## src/rtl/morra_cinese.sv

```systemverilog
// Rock-paper-scissors match referee: validates and scores one manche per cycle,
// tracks wins and decides the match on a 2-point lead or when the manche limit is reached.
module morra_cinese #(
  parameter int MIN_MANCHES = 4
) (
  input  logic       clk,
  input  logic       INIZIA,
  input  logic [1:0] PRIMO,
  input  logic [1:0] SECONDO,
  output logic [1:0] MANCHE,
  output logic [1:0] PARTITA,
  output logic [4:0] max_manches,
  output logic [4:0] manches_played,
  output logic [4:0] current_state,
  output logic [4:0] next_state,
  output logic       moves_are_valid,
  output logic       played_max,
  output logic       played_min,
  output logic [1:0] manche_winner,
  output logic [1:0] leading_player,
  output logic [1:0] tmp_game_winner,
  output logic [1:0] game_winner,
  output logic [1:0] last_p1_move,
  output logic [1:0] last_p2_move
);

  typedef enum logic [1:0] {
    WAIT_START = 2'd0,
    PLAYING    = 2'd1,
    ENDED      = 2'd2
  } state_t;

  localparam logic [1:0] NONE     = 2'b00;
  localparam logic [1:0] ROCK     = 2'b01;
  localparam logic [1:0] PAPER    = 2'b10;
  localparam logic [1:0] SCISSORS = 2'b11;

  localparam logic [1:0] RES_NONE = 2'b00;
  localparam logic [1:0] RES_P1   = 2'b01;
  localparam logic [1:0] RES_P2   = 2'b10;
  localparam logic [1:0] RES_DRAW = 2'b11;

  localparam logic [4:0] MIN_M = 5'(MIN_MANCHES);

  state_t     state_q, state_d;
  logic [4:0] max_q;
  logic [4:0] played_q, played_d;
  logic [4:0] p1_wins_q, p1_wins_d;
  logic [4:0] p2_wins_q, p2_wins_d;
  logic [1:0] last1_q, last1_d;
  logic [1:0] last2_q, last2_d;
  logic [1:0] manche_q, manche_d;
  logic [1:0] partita_q, partita_d;

  logic       valid;
  logic [1:0] winner;
  logic       lead_end;
  logic       max_end;

  function automatic logic [1:0] leader(input logic [4:0] a, input logic [4:0] b);
    if (a > b)      return RES_P1;
    else if (b > a) return RES_P2;
    else            return RES_DRAW;
  endfunction

  // The previous manche's winner may not repeat the move it won with.
  always_comb begin
    valid  = 1'b0;
    winner = RES_NONE;
    if (state_q == PLAYING) begin
      valid = (PRIMO != NONE) && (SECONDO != NONE) &&
              !((last1_q != NONE) && (PRIMO == last1_q)) &&
              !((last2_q != NONE) && (SECONDO == last2_q));
    end
    if (valid) begin
      if (PRIMO == SECONDO) begin
        winner = RES_DRAW;
      end else if ((PRIMO == ROCK     && SECONDO == SCISSORS) ||
                   (PRIMO == SCISSORS && SECONDO == PAPER)    ||
                   (PRIMO == PAPER    && SECONDO == ROCK)) begin
        winner = RES_P1;
      end else begin
        winner = RES_P2;
      end
    end
  end

  always_comb begin
    state_d   = state_q;
    played_d  = played_q;
    p1_wins_d = p1_wins_q;
    p2_wins_d = p2_wins_q;
    last1_d   = last1_q;
    last2_d   = last2_q;
    manche_d  = RES_NONE;
    partita_d = partita_q;
    lead_end  = 1'b0;
    max_end   = 1'b0;

    case (state_q)
      PLAYING: begin
        if (valid) begin
          manche_d = winner;
          played_d = played_q + 5'd1;
          case (winner)
            RES_P1: begin
              p1_wins_d = p1_wins_q + 5'd1;
              last1_d   = PRIMO;
              last2_d   = NONE;
            end
            RES_P2: begin
              p2_wins_d = p2_wins_q + 5'd1;
              last1_d   = NONE;
              last2_d   = SECONDO;
            end
            default: begin
              last1_d = NONE;
              last2_d = NONE;
            end
          endcase
          // Match end is judged on the counts including this manche.
          lead_end = (played_d >= MIN_M) &&
                     ((p1_wins_d >= p2_wins_d + 5'd2) || (p2_wins_d >= p1_wins_d + 5'd2));
          max_end  = (played_d == max_q);
          if (lead_end || max_end) begin
            partita_d = leader(p1_wins_d, p2_wins_d);
            state_d   = ENDED;
          end
        end
      end
      ENDED: begin
        state_d = ENDED;
      end
      default: begin
        state_d   = WAIT_START;
        partita_d = RES_NONE;
      end
    endcase
  end

  always_ff @(posedge clk) begin
    if (INIZIA) begin
      state_q   <= PLAYING;
      max_q     <= {1'b0, PRIMO, SECONDO} + MIN_M;
      played_q  <= 5'd0;
      p1_wins_q <= 5'd0;
      p2_wins_q <= 5'd0;
      last1_q   <= NONE;
      last2_q   <= NONE;
      manche_q  <= RES_NONE;
      partita_q <= RES_NONE;
    end else begin
      state_q   <= state_d;
      played_q  <= played_d;
      p1_wins_q <= p1_wins_d;
      p2_wins_q <= p2_wins_d;
      last1_q   <= last1_d;
      last2_q   <= last2_d;
      manche_q  <= manche_d;
      partita_q <= partita_d;
    end
  end

  assign MANCHE          = manche_q;
  assign PARTITA         = partita_q;
  assign game_winner     = partita_q;
  assign max_manches     = max_q;
  assign manches_played  = played_q;
  assign current_state   = {3'b000, state_q};
  assign next_state      = INIZIA ? {3'b000, PLAYING} : {3'b000, state_d};
  assign moves_are_valid = valid;
  assign played_max      = (played_q == max_q);
  assign played_min      = (played_q >= MIN_M);
  assign manche_winner   = winner;
  assign leading_player  = leader(p1_wins_q, p2_wins_q);
  assign tmp_game_winner = INIZIA ? RES_NONE : partita_d;
  assign last_p1_move    = last1_q;
  assign last_p2_move    = last2_q;

endmodule

```

## config.mk

```make
export PLATFORM = sky130hd
export DESIGN_NAME = morra_cinese
export DESIGN_NICKNAME = d
export VERILOG_FILES = /design/src/rtl/morra_cinese.sv
export SDC_FILE = /design/constraint.sdc
export NUM_CORES = 1
export LEC_CHECK = 0
export ABC_AREA = 1
export BUFFER_PORTS_ARGS = -buffer_cell sky130_fd_sc_hd__buf_2
export CAP_MARGIN = 40
export CORE_ASPECT_RATIO = 0.8
export CORE_MARGIN = 4
export CORE_UTILIZATION = 45
export DETAILED_ROUTE_END_ITERATION = 8
export HOLD_SLACK_MARGIN = 0.02
export PLACE_DENSITY = 0.74
export SLEW_MARGIN = 40
export SYNTH_ARGS = -nofsm -noshare
export SYNTH_HDL_FRONTEND = slang
export SYNTH_SLANG_ARGS = --single-unit
```

## constraint.sdc

```tcl
create_clock -name clk -period 12.2 [get_ports clk]
set_clock_uncertainty 0.15 [all_clocks]
set_input_delay 1.83 -clock clk [delete_from_list [all_inputs] [get_ports clk]]
set_output_delay 1.83 -clock clk [all_outputs]
set_load 0.005 [all_outputs]
```

==> results of run 1 <==
[cell usage in the layout (no fill, tap or decap), drive strengths merged]
master and count:
nand2 58, inv 47, buf 38, nor2 29
ha 27, dfxtp 25, a21oi 21, nand3 19
xor2 16, o21ai 14, clkbuf 7, xnor2 6
conb 6, edfxtp 5, or2 5, nand4 3
o21a 1, a211o 1, a22o 1, o2111ai 1
o221ai 1, nor4 1, nor3 1, clkinv 1
[through the flow]
step / util / worst slack [ns]
finish: 0.538 / 4.86
global route: 0.538 / 4.35
CTS: 0.538 / 4.87
detailed placement: 0.518 / 4.88
global placement: 0.518 / 5.00
floorplan: - / 5.73
[sequential cells by signal, indices dropped and copies added, names as in the netlist, 5 cells and up]
register        cells
manches_played      5
max_manches         5
p2_wins_q           5
p1_wins_q           5
[how the worst max path moves through the flow]
| stage | startpoint | to | slack, ns | depth (start not counted) |
|---|---|---|---|---|
| global route | PRIMO[0] | tmp_game_winner[0] | 4.35 | 24 |
| floorplan | PRIMO[0] | tmp_game_winner[0] | 5.73 | 21 |
| global placement | PRIMO[0] | tmp_game_winner[1] | 5.00 | 24 |
| CTS | PRIMO[0] | tmp_game_winner[0] | 4.87 | 24 |
| finish | PRIMO[0] | tmp_game_winner[1] | 4.86 | 24 |
| detailed placement | PRIMO[0] | tmp_game_winner[0] | 4.88 | 24 |
[cells by family (layout without fill, tap and decap cells)]
| family | after synthesis | in the layout | share of synthesized area |
|---|---|---|---|
| adder cells (fa/ha/maj) | 27 | 27 | 0.151 |
| AND/OR/NAND/NOR | 116 | 116 | 0.246 |
| flip-flops | 30 | 30 | 0.291 |
| other | 1 | 6 | 0.00168 |
| XOR/XNOR | 22 | 22 | 0.0894 |
| AO/OA/AOI/OAI | 40 | 40 | 0.106 |
| buffers and inverters | 59 | 93 | 0.116 |
[routing by layer]
metal	vias up	wire length, µm	global-route usage
li1	1006	-	-
met1	866	2470	0.231
met2	45	2020	0.242
met3	6	300	0.0314
met4	0	72	0.0606
met5	-	0	0
[power by group through the flow]
stage	sequential [µW]	clock (µW)	combinational (µW)
6_report	117	83.7	91.0
4_1_cts	117	85.1	91.5
3_3_place_gp	119	0	89.6
2_1_floorplan	118	0	66.1
5_1_grt	118	89.1	105
3_5_place_dp	119	0	90.8
[worst register-to-register path, stage by stage, from the launching register on]
cell	delay [ns]
dfxtp_1	0.38
ha_1	0.23
inv_1	0.08
nor2_1	0.13
nand2_1	0.10
nor2_4	0.25
nand2_1	0.20
o21ai_0	0.56
nand3_1	0.20
xor2_1	0.19
ha_1	0.31
a211o_1	0.26
a21oi_1	0.12
nand2_1	0.07
nand2_1	0.09
nand2_1	0.05
nand2_1	0.10
nand2_1	0.06
a21oi_1	0.17
nor2_1	0.05
[cell type report]
type                            instances  area (µm²)
Multi-Input combinational cell        211        1350
Timing Repair Buffer                   38         190
Tap cell                               60        75.1
Inverter                               47         176
Fill cell                             453        2180
Clock inverter                          1        5.00
Sequential cell                        30         651
Clock buffer                            7        86.3
==> qor.yml, run 1 <==
finalCritPeriodShare: 0.602
maxCapViolations: 0
grtUsageTotal: 0.162
maxSlewViolCount: 0
clkPwrFrac: 0.287
min_delay_path_depth: 2
final-setup-viol-count: 0
power.internal_uw: 190
max_stage_delay_ns: 0.56
start_util: 0.476
power_uw: 292
r2r_start: "state_q[0]$_SDFF_PP1_"
hp-start: "PARTITA[1]$_DFF_P_"
path_cells: "buf_2 > inv_1 > ha_1 > nor2_1 > nand2_1 > nor2_4 > nand2_1 > o21ai_0 > ha_1 > inv_1 > a21oi_1 > o21ai_0 > inv_1 > or2_2 > nand3_1 > nand2_1 > nand2_1 > nand2_1 > a21oi_2 > nand2_1 > nand2_1 > nand2_1 > a21oi_2 > buf_2"
cts-root-buf: "clkbuf_8"
vias: 1923
place_inst: 386
arrival_ns: 5.36
h-tree-depth: 2
finalHoldViolCount: 0
fin_cells: 394
nNetsFinal: 366
tns_ns: 0
syn_to_final_growth_pct: 13.1
first_global_vias: 1775
grt_pass1_wl_mm: 8.07
drive_above_1_share: 0.213
crit_family: "simple AND/OR/NAND/NOR gates"
max_freq_mhz: 136
cts_resized: 0
path_clk_slew_ns: 0.07
ys_types: 37
postCtsSetupBuffers: 0
clkLatencyLatePin_ns: 0.28
r2r_setup_slack_ns: 8.34
dp.final_hpwl_mm: 3.88
synth_common_cells: "nand2_1 (54), inv_1 (40), ha_1 (27), nor2_1 (26), dfxtp_1 (25)"
crit_required_ns: 10.22
swShare: 0.349
dr.pass1.iters: 4
start_kind: "primary input"
hold_class: "reg2reg"
io_pins: 45
numCtsBuffers: 5
core-area_um2: 4710
synth_top_area_share: 0.224
crit_type: "in2out"
p_switching_uw: 102
ys_ff_latch: 30
crit_slowest_cell: "o21ai_0"
synth-seq-area-share: 0.291
viasPerCell: 4.88
whs_ns: 0.372
synthCells: 295
finalCriticalPeriod_ns: 7.34
combPwrFrac: 0.312
cp_num_buf_inv: 5
place_congestion: 0.876
crit_fanout: 11
synth_edf_count: 5
antenna_found_initial: 0
p_leak_uw: 0.00129
netlist_area_um2: 2240
die_h_um: 71.1
hold_buffers: 0
antenna_cells: 0
grt_max_degree: 23
ir_drop_uv: 54.1
dieArea_um2: 6170
holdPathEnd: "PARTITA[1]$_DFF_P_"
avgSynthCellArea_um2: 7.59
fp.dieW_um: 86.9
rows: 22
cts_buffer_depth: 2
synth-async-reset-ratio: 0
yosysTopAreaCell: "dfxtp_1"
initialDrtViolationCount: 131
end_kind: "primary output"
worst_r2r_path_depth: 19
cts_tree: "built"
drtAntennaViolNets: 0
wl_per_cell_um: 12.4
remaining_drc_errors: 0
placement.io_buffers: 38
place_area_um2: 2440
finalWirelength_mm: 4.87
worstReg2RegEnd: "state_q[1]$_SDFF_PP0_"
outcome: "finished clean"
p_seq_frac: 0.402
cellPowerDensity_nw_per_um2: 115
cts_num_sinks: 30
fin_area_um2: 2530
synth_area_leaders: "dfxtp_1 (22%), ha_1 (15%), nand2_1 (9.1%), edfxtp_1 (6.7%), inv_1 (6.7%)"
rsz0062_at_grt: "no"
overflow: 0
tightest_slew_ns: 0.644
cpMostUsedCell: "nand2_1"
synth.most_common_cell: "nand2_1"
synth-main-ff-cell: "dfxtp_1"
slew_headroom: 0.566
ys_warn_count: 0
No activity file was read; power rests on OpenSTA's default activity.
==> run 2, diff against run 1 <==
--- a/config.mk
+++ b/config.mk
@@ -5,7 +5,7 @@
 export SDC_FILE = /design/constraint.sdc
 export NUM_CORES = 1
 export LEC_CHECK = 0
-export ABC_AREA = 1
+export ABC_AREA = 0
 export BUFFER_PORTS_ARGS = -buffer_cell sky130_fd_sc_hd__buf_2
 export CAP_MARGIN = 40
 export CORE_ASPECT_RATIO = 0.8
@@ -13,7 +13,7 @@
 export CORE_UTILIZATION = 45
 export DETAILED_ROUTE_END_ITERATION = 8
 export HOLD_SLACK_MARGIN = 0.02
-export PLACE_DENSITY = 0.74
+export PLACE_DENSITY = 0.75
 export SLEW_MARGIN = 40
 export SYNTH_ARGS = -nofsm -noshare
 export SYNTH_HDL_FRONTEND = slang
==> constraint.sdc (replaced) <==
create_clock -name clk -period 6.84 [get_ports clk]
set_clock_uncertainty 0.15 [all_clocks]
set_input_delay 1.026 -clock clk [delete_from_list [all_inputs] [get_ports clk]]
set_output_delay 1.026 -clock clk [all_outputs]
set_load 0.005 [all_outputs]
==> qor.yml, run 2 <==
place_area_um2: 2380
synth-seq-area-share: 0.298
numCtsBuffers: 5
p_leak_uw: 0.00118
end_kind: "primary output"
swShare: 0.301
core-area_um2: 4620
syn_to_final_growth_pct: 12.8
first_global_vias: 1629
wl_per_cell_um: 13.7
cts_num_sinks: 30
finalWirelength_mm: 4.75
fin_area_um2: 2460
postCtsSetupBuffers: 0
dieArea_um2: 6030
holdPathEnd: "PARTITA[1]$_DFF_P_"
h-tree-depth: 2
avgSynthCellArea_um2: 8.72
synth_common_cells: "nor2_1 (33), ha_1 (27), dfxtp_1 (25), inv_1 (23), xnor2_1 (19)"
synth.most_common_cell: "nor2_1"
combPwrFrac: 0.219
grt_pass1_wl_mm: 7.76
synth-async-reset-ratio: 0
place_congestion: 0.841
rows: 22
clkLatencyLatePin_ns: 0.29
min_delay_path_depth: 2
p_switching_uw: 129
ys_warn_count: 0
r2r_setup_slack_ns: 2.41
synthCells: 250
p_seq_frac: 0.462
arrival_ns: 5.24
placement.io_buffers: 38
crit_required_ns: 5.66
finalCritPeriodShare: 0.938
overflow: 0
netlist_area_um2: 2180
start_kind: "primary input"
fp.dieW_um: 85.8
worst_r2r_path_depth: 17
synth_area_leaders: "dfxtp_1 (23%), ha_1 (15%), xnor2_1 (7.6%), edfxtp_1 (6.9%), nor2_1 (5.7%)"
grtUsageTotal: 0.164
clkPwrFrac: 0.319
tightest_slew_ns: 0.584
vias: 1804
ys_types: 52
initialDrtViolationCount: 156
hold_class: "reg2reg"
r2r_start: "state_q[0]$_SDFF_PP1_"
synth_edf_count: 5
rsz0062_at_grt: "no"
path_clk_slew_ns: 0.06
slew_headroom: 0.611
outcome: "finished clean"
crit_type: "in2out"
hp-start: "PARTITA[1]$_DFF_P_"
synth_top_area_share: 0.229
crit_family: "compound AO/OA/AOI/OAI gates"
power.internal_uw: 299
ys_ff_latch: 30
crit_fanout: 7
layout_commonest_cell: "buf_2"
antenna_found_initial: 0
tns_ns: 0
nNetsFinal: 319
path_cells: "buf_2 > inv_1 > ha_1 > mux2_2 > a221oi_1 > and2_1 > nand4_1 > xor2_1 > nor3_1 > xnor2_1 > ha_1 > a22o_1 > o41ai_1 > a21oi_1 > a41oi_4 > nand3_1 > a311oi_1 > buf_2"
maxSlewViolCount: 0
cellPowerDensity_nw_per_um2: 174
dp.final_hpwl_mm: 3.72
viasPerCell: 5.20
drtAntennaViolNets: 0
synth-main-ff-cell: "dfxtp_1"
mostFrequentLayoutCells: "buf_2 (38), nor2_1 (33), ha_1 (27)"
finalCriticalPeriod_ns: 6.42
crit_slowest_cell: "a221oi_1"
die_h_um: 70.3
power_uw: 428
grt_max_degree: 32
start_util: 0.472
cts_resized: 0
max_stage_delay_ns: 0.50
io_pins: 45
cts_buffer_depth: 2
ir_drop_uv: 115
finalHoldViolCount: 0
dr.pass1.iters: 4
maxCapViolations: 0
final-setup-viol-count: 0
drive_above_1_share: 0.188
yosysTopAreaCell: "dfxtp_1"
remaining_drc_errors: 0
antenna_cells: 0
cts_tree: "built"
worstReg2RegEnd: "PARTITA[0]$_DFF_P_"
cts-root-buf: "clkbuf_8"
hold_buffers: 0
cp_num_buf_inv: 3
max_freq_mhz: 156
[run 2: cell families (layout without fill, tap and decap cells)]
family	count (synthesis)	in the layout	share of synthesized area
multiplexers	2	2	0.00975
flip-flops	30	30	0.298
AND/OR/NAND/NOR	74	74	0.168
AO/OA/AOI/OAI	48	48	0.165
buffers and inverters	39	71	0.0843
XOR/XNOR	28	28	0.112
adder cells (fa/ha/maj)	28	28	0.160
other	1	6	0.00172
[run 2: how the worst max path moves through the flow]
stage	start	endpoint	slack, ns	cells past startpoint
3_3_place_gp	PRIMO[0]	tmp_game_winner[0]	0.61	18
5_1_grt	PRIMO[0]	tmp_game_winner[0]	0.12	17
6_report	PRIMO[0]	tmp_game_winner[0]	0.42	18
3_5_place_dp	PRIMO[0]	tmp_game_winner[0]	0.50	18
2_1_floorplan	PRIMO[0]	tmp_game_winner[0]	1.21	17
4_1_cts	PRIMO[0]	tmp_game_winner[0]	0.43	18
[run 2: area by class of cell]
cell class	instances	area, µm²
tap	60	75.1
inverter	24	90.1
timing repair buffer	39	198
multi-input combinational	186	1370
clock inverter	2	8.76
sequential	30	651
fill	430	2160
clock buffer	6	72.6
[run 2: power by group through the flow]
stage	combinational, µW	clock, µW	sequential [µW]
floorplan	67.5	0	200
global placement	91.4	0	201
detailed placement	93.8	0	201
CTS	94.6	141	198
global route	106	149	199
finish	93.9	136	197
[run 2: worst register-to-register path, cell delays in order (launching register included)]
cell      delay (ns)
dfxtp_1         0.41
ha_1            0.29
nand2b_1        0.10
a311oi_2        0.27
o21ai_0         0.20
inv_2           0.17
and2_1          0.30
nand4_1         0.15
xor2_1          0.33
nor3_1          0.12
xnor2_1         0.14
ha_1            0.30
a22o_1          0.21
o41ai_1         0.24
a21oi_1         0.16
a41oi_4         0.29
nand3_1         0.12
a311oi_1        0.37
[run 2: per-stage QoR]
stage	hold slack, ns	utilization	instances	setup slack (ns)
after floorplan	0.348	-	255	1.21
after CTS	0.360	0.532	347	0.432
final	0.347	0.532	347	0.424
after global routing	0.384	0.532	347	0.116
after global placement	0.344	0.514	339	0.613
after detailed placement	0.352	0.514	339	0.499
[run 2: per-layer routing]
layer,global-route usage,vias to the layer above,part of all wire
li1,-,921,-
met1,0.232,830,0.50
met2,0.237,47,0.44
met3,0.0413,6,0.051
met4,0.0580,0,0.013
met5,0,-,0
==> run 3, diff against run 2 <==
--- a/config.mk
+++ b/config.mk
@@ -6,9 +6,9 @@
 export NUM_CORES = 1
 export LEC_CHECK = 0
 export ABC_AREA = 0
-export BUFFER_PORTS_ARGS = -buffer_cell sky130_fd_sc_hd__buf_2
+export BUFFER_PORTS_ARGS = -buffer_cell sky130_fd_sc_hd__buf_4
 export CAP_MARGIN = 40
-export CORE_ASPECT_RATIO = 0.8
+export CORE_ASPECT_RATIO = 1.5
 export CORE_MARGIN = 4
 export CORE_UTILIZATION = 45
 export DETAILED_ROUTE_END_ITERATION = 8
==> qor.yml, run 3 (synthesized netlist as in run 2, its figures left out) <==
core-area_um2: 4620
tns_ns: 0
vias: 1826
max_freq_mhz: 156
clkPwrFrac: 0.372
cts_tree: "built"
dp.final_hpwl_mm: 3.76
use_met2: 0.310
initialDrtViolationCount: 28
finalCritPeriodShare: 0.935
overflow: 0
fin_area_um2: 2590
cts-root-buf: "clkbuf_8"
hold_buffers: 0
start_util: 0.472
p_leak_uw: 0.00120
final-setup-viol-count: 0
nNetsFinal: 320
mostFrequentLayoutCells: "buf_4 (40), nor2_1 (33), ha_1 (27)"
arrival_ns: 5.22
ir_drop_uv: 173
hold_class: "reg2reg"
globalRouteMet1Util: 0.196
die_h_um: 93.3
combPwrFrac: 0.215
finalHoldViolCount: 0
grtUsageTotal: 0.179
drtAntennaViolNets: 0
path_clk_slew_ns: 0.06
numCtsBuffers: 5
maxSlewViolCount: 0
swShare: 0.277
grt_pass1_wl_mm: 8.48
antenna_found_initial: 0
dr.pass1.iters: 4
syn_to_final_growth_pct: 18.9
slew_headroom: 0.612
p_switching_uw: 133
start_kind: "primary input"
power.internal_uw: 345
place_area_um2: 2490
drive_above_1_share: 0.191
tightest_slew_ns: 0.582
grt_most_used_layer: "met2"
rows: 30
clkLatencyLatePin_ns: 0.28
first_global_vias: 1813
rsz0062_at_grt: "no"
place_inst: 344
layout_commonest_cell: "buf_4"
end_kind: "primary output"
wl_per_cell_um: 13.9
p_seq_frac: 0.414
cts_resized: 0
cts_num_sinks: 30
placement.io_buffers: 38
viasPerCell: 5.19
antenna_cells: 0
h-tree-depth: 2
fp.dieW_um: 64.8
fin_ws_ns: 0.447
cts_buffer_depth: 2
postCtsSetupBuffers: 0
grt_max_degree: 32
fillerInstances: 418
whs_ns: 0.377
place_ws_ns: 0.428
outcome: "finished clean"
dieArea_um2: 6050
remaining_drc_errors: 0
cellPowerDensity_nw_per_um2: 184
io_pins: 45
place_congestion: 0.823
finalWirelength_mm: 4.90
finalCriticalPeriod_ns: 6.39
crit_type: "in2out"
crit_required_ns: 5.66
use_met3: 0.0397
fin_cells: 352
crit_fanout: 7
maxCapViolations: 0
## run 3: changes by cell type in the layout (fill, tap and decap cells not counted)
cell / before / now
clkinv_2: 1 / 0
buf_4: 1 / 40
clkbuf_1: 1 / 2
clkinv_1: 1 / 0
bufinv_16: 0 / 1
buf_2: 38 / 0
## run 3: critical path, stage by stage
cell	delay, ns
buf_4	0.13
inv_1	0.09
ha_1	0.20
mux2_2	0.27
a221oi_1	0.56
and2_1	0.36
nand4_1	0.14
xor2_1	0.32
nor3_1	0.11
xnor2_1	0.14
ha_1	0.29
a22o_1	0.20
o41ai_1	0.26
a21oi_1	0.16
a41oi_4	0.30
nand3_1	0.12
a311oi_1	0.36
buf_4	0.17
## run 3: layer usage
| layer | wire length [µm] | vias to the layer above |
|---|---|---|
| met5 | 0 | - |
| met4 | 195 | 0 |
| met3 | 217 | 15 |
| met2 | 2510 | 41 |
| met1 | 1980 | 848 |
| li1 | - | 922 |
## run 3: stage by stage
stage | power, µW | utilization
6_report | 478 | 0.562
4_1_cts | 484 | 0.562
3_3_place_gp | 301 | 0.538
3_5_place_dp | 304 | 0.538
5_1_grt | 505 | 0.562
2_1_floorplan | 268 | -
## run 3: final timing paths
| check | startpoint | end | slack (ns) | depth (start not counted) |
|---|---|---|---|---|
| max reg2reg | state_q[0]$_SDFF_PP1_ | PARTITA[0]$_DFF_P_ | 2.42 | 17 |
| max | PRIMO[0] | tmp_game_winner[0] | 0.45 | 18 |
| min | PARTITA[1]$_DFF_P_ | PARTITA[1]$_DFF_P_ | 0.38 | 2 |
| min reg2reg | PARTITA[1]$_DFF_P_ | PARTITA[1]$_DFF_P_ | 0.38 | 2 |
## run 3: layout make-up
class                   count  area [µm²]  area share
clock buffers               7        76.3      0.0294
clock inverters             1        30.0      0.0116
inverters                  24        90.1      0.0347
multi-input cells         186        1370       0.527
flip-flops and latches     30         651       0.251
well taps                  64        80.1      0.0309
repair buffers             40         300       0.116
## run 3: power by group through the flow
stage | Combinational, µW | Clock, µW | Sequential [µW]
CTS | 103 | 183 | 198
global route | 115 | 191 | 199
floorplan | 67.5 | 0 | 200
finish | 102 | 178 | 198
global placement | 99.0 | 0 | 202
detailed placement | 102 | 0 | 202
